## config.mk

```make
export PLATFORM = sky130hd
export DESIGN_NAME = jk_excite_gen
export DESIGN_NICKNAME = d
export VERILOG_FILES = /design/src/rtl/jk_excite_gen.sv
export SDC_FILE = /design/constraint.sdc
export NUM_CORES = 1
export LEC_CHECK = 0
export BUFFER_PORTS_ARGS = -buffer_cell sky130_fd_sc_hd__clkbuf_2
export CAP_MARGIN = 10
export CELL_PAD_IN_SITES_DETAIL_PLACEMENT = 0
export CELL_PAD_IN_SITES_GLOBAL_PLACEMENT = 2
export CORE_MARGIN = 3
export CORE_UTILIZATION = 33
export CTS_CLUSTER_DIAMETER = 100
export DETAILED_ROUTE_END_ITERATION = 10
export PLACE_DENSITY = 0.78
export SETUP_SLACK_MARGIN = 0.2
export SYNTH_ARGS = -nofsm -noshare
export SYNTH_HDL_FRONTEND = slang
export SYNTH_SLANG_ARGS = --single-unit
```

## constraint.sdc

```tcl
create_clock -name clk -period 1.9 [get_ports clk]
set_clock_uncertainty 0.15 [all_clocks]
set_input_delay 0.38 -clock clk [delete_from_list [all_inputs] [get_ports clk]]
set_output_delay 0.38 -clock clk [all_outputs]
set_load 0.05 [all_outputs]
```

## src/rtl/jk_excite_gen.sv

```systemverilog
// jk_excite_gen: queues target bits for an external JK flip-flop, drives the
// J/K excitation needed to reach each target, then checks the stage's Q.
// Optional build macro JK_TOGGLE_EN: every transition uses toggle excitation
// (j=k=1); without it the classic set/reset excitation table is used.
module jk_excite_gen #(
    parameter int DEPTH = 4,
    parameter int CNT_W = 8
) (
    input  logic             clk,
    input  logic             rst_n,
    input  logic             in_valid,
    input  logic             in_bit,
    output logic             in_ready,
    input  logic             q_fb,
    input  logic             clr_err,
    output logic             j,
    output logic             k,
    output logic             busy,
    output logic             err,
    output logic [CNT_W-1:0] err_cnt
);

    typedef enum logic [1:0] {IDLE, DRIVE, CHECK} state_t;

    localparam int               AW       = $clog2(DEPTH);
    localparam logic [AW:0]      FULL_CNT = (AW+1)'(DEPTH);
    localparam logic [CNT_W-1:0] CNT_MAX  = '1;

    logic [DEPTH-1:0] mem;
    logic [AW-1:0]    wr_ptr;
    logic [AW-1:0]    rd_ptr;
    logic [AW:0]      count;
    state_t           state;
    logic             tgt;
    logic             q_model;

    logic full;
    logic empty;
    logic push;
    logic pop;
    logic head;

    // Excitation that moves a JK stage from cur to nxt.
    function automatic logic [1:0] excite(input logic cur, input logic nxt);
`ifdef JK_TOGGLE_EN
        return (cur != nxt) ? 2'b11 : 2'b00;
`else
        if (cur == nxt)
            return 2'b00;
        else
            return nxt ? 2'b10 : 2'b01;
`endif
    endfunction

    assign full     = (count == FULL_CNT);
    assign empty    = (count == '0);
    assign push     = in_valid && !full;
    // The FSM takes a new target whenever it is not mid-drive.
    assign pop      = !empty && ((state == IDLE) || (state == CHECK));
    assign head     = mem[rd_ptr];
    assign in_ready = !full;
    assign busy     = (state != IDLE) || !empty;

    // FIFO storage: written on push only.
    // NOTE: the data array carries no reset; occupancy is tracked by count, so
    // stale bits are never read and the array maps onto plain flops/RAM.
    always_ff @(posedge clk) begin
        if (push)
            mem[wr_ptr] <= in_bit;
    end

    // FIFO pointers and occupancy; power-of-two depth lets pointers wrap freely.
    // NOTE: sequential state uses non-blocking assignments so every flop
    // samples pre-edge values regardless of block evaluation order.
    always_ff @(posedge clk or negedge rst_n) begin
        if (!rst_n) begin
            wr_ptr <= '0;
            rd_ptr <= '0;
            count  <= '0;
        end else begin
            if (push)
                wr_ptr <= wr_ptr + 1'b1;
            if (pop)
                rd_ptr <= rd_ptr + 1'b1;
            case ({push, pop})
                2'b10:   count <= count + 1'b1;
                2'b01:   count <= count - 1'b1;
                default: count <= count;
            endcase
        end
    end

    // Control FSM with registered excitation outputs and expected-Q model.
    always_ff @(posedge clk or negedge rst_n) begin
        if (!rst_n) begin
            state   <= IDLE;
            tgt     <= 1'b0;
            q_model <= 1'b0;
            j       <= 1'b0;
            k       <= 1'b0;
        end else begin
            j <= 1'b0;
            k <= 1'b0;
            unique case (state)
                IDLE, CHECK: begin
                    if (pop) begin
                        tgt    <= head;
                        {j, k} <= excite(q_model, head);
                        state  <= DRIVE;
                    end else begin
                        state  <= IDLE;
                    end
                end
                DRIVE: begin
                    q_model <= tgt;
                    state   <= CHECK;
                end
                default: state <= IDLE;
            endcase
        end
    end

    // Sticky error flag and saturating mismatch counter; clear wins.
    always_ff @(posedge clk or negedge rst_n) begin
        if (!rst_n) begin
            err     <= 1'b0;
            err_cnt <= '0;
        end else if (clr_err) begin
            err     <= 1'b0;
            err_cnt <= '0;
        end else if ((state == CHECK) && (q_fb != tgt)) begin
            err <= 1'b1;
            if (err_cnt != CNT_MAX)
                err_cnt <= err_cnt + 1'b1;
        end
    end

endmodule

```

==> flow_metrics.py <==
metrics = {
    "worst_setup_path": {
        "cp_top_family": "adder cells",
        "crit_type": "register to register",
        "cp.required_ns": 1.95,
        "worst_setup_path_end_kind": "register",
        "start_kind": "register",
        "crit_chain": "inv_2, nand3_4, and2_4, inv_4, ha_4, inv_2, fa_2, xor2_1, nor2_1, xor2_1",
        "cp.arrival_ns": 1.96,
        "slowest_delay_ns": 0.42,
        "critical_path_buf_inv_count": 3,
        "cp_slowest_cell": "dfrtp_1",
        "crit_fanout": 3,
    },
    "detailed_routing": {
        "wl_mm": 2.33,
        "vias": 893,
        "met3WireLength_um": 68,
        "wl_met1_mm": 1.15,
        "antenna_left": 0,
        "avgRoutedWirePerCell_um": 12.2,
        "wl_met2_mm": 1.08,
        "drcViolationCount": 0,
        "dr.pass1.iters": 3,
        "vias_per_cell": 4.70,
        "top_layer_used": "met4",
        "drtIter0Drc": 29,
    },
    "clocking": {
        "cts_root_buf": "clkbuf_8",
        "h-tree-depth": 1,
        "insertion_delay_ns": 0.27,
        "path_clk_slew_ns": 0.09,
        "cts_tree": "yes",
        "clockBufferDepth": 2,
        "cts_made_buffers": 3,
        "clkSinkCount": 26,
    },
    "yosys": {
        "syn_nets": 121,
        "synth_warnings": 0,
        "async_flop_share": 0.846,
        "synth_edf_count": 4,
        "synth.distinct_cells": 30,
        "synth_seq_cells": 26,
        "syn_area_um2": 1250,
        "syn_inst": 108,
        "seq_area_frac_synth": 0.537,
        "avgSynthCellArea_um2": 11.6,
        "synthFlopType": "dfrtp_1",
    },
    "timing": {
        "final_hold_viol_count": 0,
        "worst_slew_pin_slew_ns": 0.532,
        "period_needed_ns": 1.91,
        "rsz0062_at_grt": "true",
        "maxSlewHeadroom": 0.646,
        "timing.final.ws_setup_ns": -0.00992,
        "fin_crit_sh": 1.01,
        "holdWs_ns": 0.184,
        "finalMaxSlewViolations": 0,
        "max_freq_mhz": 524,
        "setup_viol": 1,
    },
    "floorplanning": {
        "start_util": 0.358,
        "chipHeight_um": 67.5,
        "die-area_um2": 4560,
        "fp-row-count": 21,
        "io_pins": 19,
        "design.core.area_um2": 3490,
        "fp.dieW_um": 67.5,
    },
    "pwr": {
        "pwr-share-clk": 0.129,
        "leakage_nw": 0.770,
        "intPower_mw": 1.48,
        "cellPowerDensity_nw_per_um2": 1460,
        "p_comb_frac": 0.499,
        "p_sw_frac": 0.389,
        "power_mw": 2.43,
        "ir_drop_v": 0.000786,
        "power_frac_seq": 0.372,
        "p_switching_mw": 0.947,
    },
    "global_routing": {
        "overflow": 0,
        "grt_antenna_before_repair": 0,
        "grt_usage": 0.118,
        "grt_pass1_vias": 915,
        "grt_max_degree": 23,
        "grt_first_pass_wirelength_mm": 4.07,
    },
    "final_layout": {
        "syn2layout_area_growth_pct": 33.4,
        "final_common_cell": "clkbuf_2",
        "multi_input_area_um2": 618,
        "drive_gt1_frac": 0.417,
        "num_antenna_cells": 0,
        "seq_area_um2": 679,
        "finalNetCount": 158,
        "final_area_um2": 1670,
        "fill_cells": 318,
        "fin_cells": 190,
        "final_cell_mix": "16 x clkbuf_2, 15 x dfrtp_1, 13 x buf_4",
    },
    "outcome": {
        "violations": "setup timing",
        "status": "finished, violations left",
    },
    "placed_design": {
        "numPortBuffers": 18,
        "dp_cells": 175,
        "globalplace.congestion": 0.801,
        "dp_hpwl_mm": 1.71,
        "dpl_cell_area_um2": 1480,
        "place_ws_ns": -0.0566,
    },
    "min_path": {
        "hp-class": "input port to register",
    },
    "job": {
        "cap_violations": 0,
    },
}
==> cell usage after synthesis (2+ instances only) <==
cell	number	area share
xnor2_1	3	0.021
mux2i_1	3	0.024
and3_1	4	0.020
a21oi_1	3	0.012
nor2_1	11	0.033
or3_1	2	0.010
and2_1	2	0.010
nand2_1	9	0.027
edfxtp_1	4	0.096
o21ai_0	3	0.012
nand4_1	4	0.020
dfrtp_1	22	0.44
nand3_1	3	0.012
xor2_1	5	0.035
ha_1	6	0.060
inv_1	7	0.021
mux2_2	3	0.027
nor3_1	2	0.0080
==> worst reg2reg max path, stage by stage, from the launching register on <==
cell and delay, ns:
dfrtp_1 0.42, inv_2 0.09, nand3_4 0.07, and2_4 0.15, inv_4 0.05, ha_4 0.13
inv_2 0.03, fa_2 0.33, xor2_1 0.15, nor2_1 0.13, xor2_1 0.14
==> metrics by stage <==
| step | util | TNS, ns |
|---|---|---|
| floorplan | - | -0.201 |
| global placement | 0.422 | 0 |
| detailed placement | 0.422 | -0.0566 |
| CTS | 0.463 | -0.00350 |
| global route | 0.477 | -0.130 |
| finish | 0.477 | -0.00992 |
==> cells by family after synthesis <==
kind of cell	share of synthesized area
XOR/XNOR	0.0691
buffers and inverters	0.0240
AO/OA/AOI/OAI	0.0551
AND/OR/NAND/NOR	0.170
adder cells (fa/ha/maj)	0.0761
flip-flops	0.537
multiplexers	0.0691
==> path summary, 6_finish.rpt <==
kind | start | endpoint | slack [ns] | depth (start not counted)
max in group asynchronous | rst_n | err_cnt[6]$_DFFE_PN0P_ | 0.75 | 2
min reg2reg | q_model$_DFFE_PN0P_ | j$_DFF_PN0_ | 0.32 | 1
min | in_bit | mem[3]$_DFFE_PP_ | 0.18 | 1
max reg2reg | count[1]$_DFFE_PN0P_ | count[2]$_DFFE_PN0P_ | -0.01 | 10
max | count[1]$_DFFE_PN0P_ | count[2]$_DFFE_PN0P_ | -0.01 | 10
min in group asynchronous | rst_n | count[2]$_DFFE_PN0P_ | 0.47 | 2
==> power groups by stage <==
stage / sequential (mW) / combinational (mW) / clock, mW
floorplan: 0.996 / 0.669 / 0
global placement: 0.902 / 0.992 / 0
detailed placement: 0.914 / 1.02 / 0
CTS: 0.912 / 1.16 / 0.334
global route: 0.937 / 1.35 / 0.358
finish: 0.906 / 1.21 / 0.314
==> layout make-up <==
type	instances	area share
clock buffer	3	0.0248
timing repair buffer	33	0.143
tap	46	0.0345
sequential	26	0.407
inverter	7	0.0173
multi-input combinational	74	0.371
clock inverter	1	0.00225
==> sequential cells by signal, summed over array words and instances, names as in the netlist <==
name,count
tgt,1
err_cnt,8
rd_ptr,2
state,2
mem,4
k,1
wr_ptr,2
count,3
j,1
err,1
q_model,1
==> what timing repair did <==
| action | 4_1_cts | 5_1_grt |
|---|---|---|
| hold buffers | 1 | 0 |
| hold endpoints to repair | 22 | 0 |
| gates cloned | 0 | 0 |
| buffers inserted | 5 | 5 |
| resized for setup | 9 | 5 |
| setup endpoints to repair | 5 | 9 |
| pin swaps | 3 | 2 |
==> metal layers <==
metal,up-vias,global-route usage
li1,449,-
met1,429,0.158
met2,11,0.190
met3,4,0.0200
met4,0,0.0456
met5,-,0
Note: power is estimated with default switching activity, not from simulation.
